--- src/rtl/lebug_pkg.sv ---
// Shared definitions for the vector trace pipeline: firmware opcodes and chain-id sizing.
package lebug_pkg;

  localparam logic [7:0] FW_PASS = 8'd0;
  localparam logic [7:0] FW_PACK = 8'd1;

  // A single chain still needs a one-bit id port.
  function automatic int unsigned chain_id_width(input int unsigned max_chains);
    return (max_chains > 1) ? $clog2(max_chains) : 1;
  endfunction

endpackage

--- src/rtl/pack_lane_buffer.sv ---
// Per-chain pack buffer: collects lane-0 scalars into a dense N-lane vector.
// vec_o/count_o/full_o show the buffer as it would be after this cycle's write.
module pack_lane_buffer #(
  parameter int unsigned N          = 8,
  parameter int unsigned DATA_WIDTH = 32,
  localparam int unsigned CntW      = $clog2(N + 1)
) (
  input  logic                    clk,
  input  logic                    reset,
  input  logic                    write_i,
  input  logic [DATA_WIDTH-1:0]   scalar_i,
  input  logic                    flush_i,
  input  logic                    clear_i,
  output logic [N*DATA_WIDTH-1:0] vec_o,
  output logic [CntW-1:0]         count_o,
  output logic                    full_o
);

  logic [N*DATA_WIDTH-1:0] buf_q, buf_d;
  logic [CntW-1:0]         count_q, count_d;

  always_comb begin
    vec_o = buf_q;
    for (int i = 0; i < N; i++) begin
      if (write_i && (count_q == CntW'(i))) begin
        vec_o[i*DATA_WIDTH +: DATA_WIDTH] = scalar_i;
      end
    end
    count_o = count_q + CntW'(write_i);
    full_o  = (count_o == CntW'(N));
  end

  // The owner flushes on full, so count never rests at N.
  always_comb begin
    buf_d   = vec_o;
    count_d = count_o;
    if (flush_i || clear_i) begin
      buf_d   = '0;
      count_d = '0;
    end
  end

  always_ff @(posedge clk) begin
    if (reset) begin
      buf_q   <= '0;
      count_q <= '0;
    end else begin
      buf_q   <= buf_d;
      count_q <= count_d;
    end
  end

endmodule

--- src/rtl/data_packing_unit.sv ---
// Packs per-chain lane-0 scalars into dense vectors ahead of the trace buffer.
// Define DATA_PACKING_OCCUPANCY_EN to add the lanes_valid_out occupancy port.
module data_packing_unit
  import lebug_pkg::*;
#(
  parameter int unsigned             N                  = 8,
  parameter int unsigned             DATA_WIDTH         = 32,
  parameter int unsigned             MAX_CHAINS         = 4,
  parameter logic [7:0]              PERSONAL_CONFIG_ID = 8'd0,
  parameter logic [MAX_CHAINS*8-1:0] INITIAL_FIRMWARE   = '0,
  localparam int unsigned            ChainW             = chain_id_width(MAX_CHAINS),
  localparam int unsigned            CntW               = $clog2(N + 1)
) (
  input  logic                    clk,
  input  logic                    reset,
  input  logic                    valid_in,
  input  logic                    eof_in,
  input  logic [ChainW-1:0]       chainId_in,
  input  logic                    tracing,
  input  logic [7:0]              configId,
  input  logic [7:0]              configData,
  input  logic [N*DATA_WIDTH-1:0] vector_in,
  output logic                    valid_out,
  output logic [N*DATA_WIDTH-1:0] vector_out,
`ifdef DATA_PACKING_OCCUPANCY_EN
  output logic [CntW-1:0]         lanes_valid_out,
`endif
  output logic                    eof_out,
  output logic [ChainW-1:0]       chainId_out
);

  logic [7:0]              firmware_q [MAX_CHAINS];
  logic [7:0]              firmware_d [MAX_CHAINS];
  logic [N*DATA_WIDTH-1:0] buf_vec    [MAX_CHAINS];
  logic [CntW-1:0]         buf_cnt    [MAX_CHAINS];
  logic [MAX_CHAINS-1:0]   buf_full, buf_wr, buf_flush, buf_clear;

  logic              chain_ok, pack_sel, emit_pack, cfg_wr;
  logic [ChainW-1:0] sel;

  logic                    valid_q, valid_d;
  logic [N*DATA_WIDTH-1:0] vector_q, vector_d;
  logic                    eof_q, eof_d;
  logic [ChainW-1:0]       chain_q, chain_d;

  always_comb begin
    chain_ok  = (32'(chainId_in) < MAX_CHAINS);
    sel       = chain_ok ? chainId_in : '0;
    pack_sel  = (firmware_q[sel] == FW_PACK);
    cfg_wr    = !tracing && chain_ok && (configId == PERSONAL_CONFIG_ID);
    // buf_cnt already includes a same-cycle scalar, so eof can flush it too.
    emit_pack = tracing && chain_ok && pack_sel &&
                (buf_full[sel] || (eof_in && (buf_cnt[sel] != '0)));
    for (int c = 0; c < MAX_CHAINS; c++) begin
      buf_wr[c]    = tracing && valid_in && chain_ok && pack_sel && (sel == ChainW'(c));
      buf_flush[c] = emit_pack && (sel == ChainW'(c));
      buf_clear[c] = cfg_wr && (sel == ChainW'(c));
    end
  end

  for (genvar c = 0; c < MAX_CHAINS; c++) begin : g_chain
    pack_lane_buffer #(
      .N          (N),
      .DATA_WIDTH (DATA_WIDTH)
    ) u_buf (
      .clk      (clk),
      .reset    (reset),
      .write_i  (buf_wr[c]),
      .scalar_i (vector_in[DATA_WIDTH-1:0]),
      .flush_i  (buf_flush[c]),
      .clear_i  (buf_clear[c]),
      .vec_o    (buf_vec[c]),
      .count_o  (buf_cnt[c]),
      .full_o   (buf_full[c])
    );
  end

  always_comb begin
    for (int c = 0; c < MAX_CHAINS; c++) begin
      firmware_d[c] = firmware_q[c];
    end
    if (cfg_wr) begin
      firmware_d[sel] = configData;
    end
  end

  always_ff @(posedge clk) begin
    if (reset) begin
      for (int c = 0; c < MAX_CHAINS; c++) begin
        firmware_q[c] <= INITIAL_FIRMWARE[c*8 +: 8];
      end
    end else begin
      for (int c = 0; c < MAX_CHAINS; c++) begin
        firmware_q[c] <= firmware_d[c];
      end
    end
  end

  // Unknown firmware values fall through to pass-through.
  always_comb begin
    valid_d  = 1'b0;
    vector_d = vector_q;
    eof_d    = eof_in;
    chain_d  = chainId_in;
    if (tracing && chain_ok) begin
      if (pack_sel) begin
        if (emit_pack) begin
          valid_d  = 1'b1;
          vector_d = buf_vec[sel];
        end
      end else if (valid_in) begin
        valid_d  = 1'b1;
        vector_d = vector_in;
      end
    end
  end

  always_ff @(posedge clk) begin
    if (reset) begin
      valid_q  <= 1'b0;
      vector_q <= '0;
      eof_q    <= 1'b0;
      chain_q  <= '0;
    end else begin
      valid_q  <= valid_d;
      vector_q <= vector_d;
      eof_q    <= eof_d;
      chain_q  <= chain_d;
    end
  end

`ifdef DATA_PACKING_OCCUPANCY_EN
  logic [CntW-1:0] lanes_q, lanes_d;

  always_comb begin
    lanes_d = '0;
    if (valid_d) begin
      lanes_d = pack_sel ? buf_cnt[sel] : CntW'(N);
    end
  end

  always_ff @(posedge clk) begin
    if (reset) begin
      lanes_q <= '0;
    end else begin
      lanes_q <= lanes_d;
    end
  end

  assign lanes_valid_out = lanes_q;
`endif

  assign valid_out   = valid_q;
  assign vector_out  = vector_q;
  assign eof_out     = eof_q;
  assign chainId_out = chain_q;

endmodule

--- config.mk ---
export PLATFORM = sky130hd
export DESIGN_NAME = data_packing_unit
export DESIGN_NICKNAME = d
export VERILOG_FILES = /design/src/rtl/lebug_pkg.sv /design/src/rtl/pack_lane_buffer.sv /design/src/rtl/data_packing_unit.sv
export SDC_FILE = /design/constraint.sdc
export NUM_CORES = 2
export LEC_CHECK = 0
export CORE_MARGIN = 2
export CORE_UTILIZATION = 50
export DETAILED_ROUTE_END_ITERATION = 6
export GPL_TIMING_DRIVEN = 0
export PLACE_DENSITY = 0.83
export SLEW_MARGIN = 40
export SYNTH_ARGS = -nofsm -noshare
export SYNTH_HDL_FRONTEND = slang
export SYNTH_SLANG_ARGS = --single-unit
--- constraint.sdc ---
create_clock -name clk -period 6.43 [get_ports clk]
set_clock_uncertainty 0.15 [all_clocks]
set_input_delay 1.286 -clock clk [delete_from_list [all_inputs] [get_ports clk]]
set_output_delay 1.286 -clock clk [all_outputs]
set_load 0.02 [all_outputs]
==> metrics <==
Initial Util 0.504; Nets 6983; Worst-path clk slew 0.07 ns; Die Height 338 um; element type at the critical path end flop; GPL Wtd Cong 1.04; root buffer cell clkbuf_16; largest net degree at the start of global routing 20; # clock sinks 1332; Synth Flop Type dfxtp_1; Yosys top cell area share 0.478; chip width 338 um; Final period util 1.00; Die ar. 114000 um2; setup repair after global routing missed its margin false; IO Pins 539; vias in the first global route 50900; Worst Reg-to-Reg Cells 22; Syn Inst Count 6006; startpoint types input port; sequential share of the synthesized area 0.478; CTS buffer count 140; max_cap viols 0; Ys Warns 0; LEAKAGE 27.9 nW; layout cells sized above 1 0.124; GR met2 Demand/Resource 0.635; Period minus WS final 6.45 ns; busiest grt layer met2; Post-Syn Area per Cell 9.29 um2; Final WS setup -0.0221 ns; status finished, violations left; CTS H-tree depth 4; CP max FO 10; top post-synthesis cells by area dfxtp_1, mux2i_1, nor2_1, a21oi_1, o2bb2ai_1; Placed Area 64000 um2; placed cells 8038; PortBufs 503; setup violators final 2; GR Util met1 0.536; Design Area, Final 69100 um2; Worst Path Required 6.95 ns; pwr dens 269 nW/um2; final WL 266 mm; Rows 122; TritonRoute pass-1 iters 7; gr ovfl total 0; 1st-iter DRT viols 8727; final slew viol count 0; Min Hold Slack 0.302 ns; Vias 54200; DR WL/cell 31.9 um; met3 usage 0.168; WHS Path Cells 2; synthesized flop and latch total 1332; fin cells 8319; worst slew pin tran 1.01 ns; syn nets 6293; r2r setup slk 0.22 ns; Worst Hold Class reg2reg; post-synthesis cell type count 69; Core ar. 111000 um2; clk buf depth 3; Final Util 0.624; area of the mapped netlist 55800 um2; kind of critical path in2reg; first-pass GRT wire length 364 mm; slew margin rel. 0.327; area growth from synthesis to layout 23.8%; peak supply drop 0.000222 V; GRT Util Overall 0.450; Fin Setup TNS -0.0398 ns; Final ANT Viol Nets 0; most frequent cells after synthesis dfxtp_1, nor2_1, mux2i_1, a21oi_1, nand2_1; top-count cell post-synth dfxtp_1; worst skew pair latency 0.79 ns; Peak Freq 155 MHz; final hold violations 0; worst slack, placed -2.70 ns; DRC violations left 27; post-DP HPWL 193 mm; Post-synth EDFFs 0; Async S/R FF share, synth 0; Yosys top cell by area dfxtp_1; TritonCTS clock tree yes; initial antenna violation count 24; via-per-instance ratio 6.52; failing checks design-rule violations, negative setup slack; crit path DAT 6.97 ns; post-cts hold buffer count 0; total power 18.6 mW
==> kinds of logic (layout without fill, tap and decap cells) <==
logic type                 Yosys count  in the layout  synth area share
muxes                              922            922             0.169
and+or+nand+nor                   1738           1738             0.133
adders and majority gates            8              8           0.00179
AOI/OAI and AO/OA                 1334           1334             0.164
DFF                               1332           1332             0.478
xor gates and xnor gates             8              8           0.00126
other                                0             24                 0
buffers and inverters              664           1465            0.0534
==> critical path, cell delays in order <==
cell and delay, ns:
dlygate4sd2_1 0.42, buf_4 0.27, inv_2 0.12, nand2_1 0.62, clkbuf_2 0.54, clkbuf_1 0.58, nor2_1 0.18, ha_1 0.25
ha_1 0.19, xnor2_1 0.24, and4_1 0.23, a22oi_1 0.09, a222oi_1 0.38, buf_4 0.22, nor3_4 0.05, buf_12 0.18
buf_4 0.25, clkbuf_4 0.35, a21oi_2 0.34, o2bb2ai_1 0.12
==> cell type report <==
| type | count | area (um2) |
|---|---|---|
| Fill cell | 8985 | 41600 |
| Inverter | 26 | 97.6 |
| Tap cell | 1488 | 1860 |
| Clock buffer | 198 | 4080 |
| Clock inverter | 55 | 724 |
| Timing Repair Buffer | 551 | 6160 |
| Sequential cell | 1332 | 26700 |
| Buffer | 635 | 3160 |
| Antenna cell | 24 | 60.1 |
| Multi-Input combinational cell | 4010 | 26300 |
==> power breakdown <==
group / total, mW / leakage [nW] / switching, mW / internal [mW]
clock network: 8.58 / 2.36 / 3.63 / 4.95
logic: 1.63 / 14.8 / 1.14 / 0.495
registers: 8.38 / 10.8 / 0.0534 / 8.33
==> flip-flops by register name, indices dropped and copies added (netlist names) <==
signal,flops
eof_out,1
g_chain.u_buf.buf_q,1024
firmware_q,32
chainId_out,2
g_chain.u_buf.count_q,16
vector_out,256
valid_out,1
==> final timing paths <==
kind	from	end
max	chainId_in[0]	vector_out[67]
min	g_chain[3].u_buf.buf_q[212]	g_chain[3].u_buf.buf_q[212]
max reg2reg	firmware_q[3][7]	g_chain[0].u_buf.buf_q[239]
min reg2reg	g_chain[3].u_buf.buf_q[212]	g_chain[3].u_buf.buf_q[212]
==> cells in the final DEF, fill, tap and decap left out, drive strengths merged, types with 9 or more instances in the layout <==
cell	count
a211oi	83
clkinv	29
a311oi	19
nor2b	109
nand2	405
bufinv	12
and3	24
o211a	20
o221ai	162
nand3	95
o21ai	62
diode	24
clkbuf	553
nor3	9
mux2i	829
inv	33
nand4	18
o2bb2ai	254
buf	328
a21oi	500
a21o	26
nor2	1005
mux2	92
nor4	30
dfxtp	1332
o221a	12
o22ai	170
clkdlybuf4s50	502
a2111oi	16
==> routing by layer <==
layer / share of wire / routed length, um / vias to the layer above
li1: - / - / 22600
met1: 0.35 / 93800 / 26000
met2: 0.40 / 106000 / 4369
met3: 0.14 / 37800 / 1251
met4: 0.11 / 28200 / 16
met5: 0.00041 / 108 / -
==> repair_timing <==
action | in CTS | in global routing
resized for setup | 54 | 10
endpoints found under the setup margin | 1297 | 889
pin swaps | 4 | 0
setup buffers | 5 | 0
Note: power is estimated with default switching activity, not from simulation.
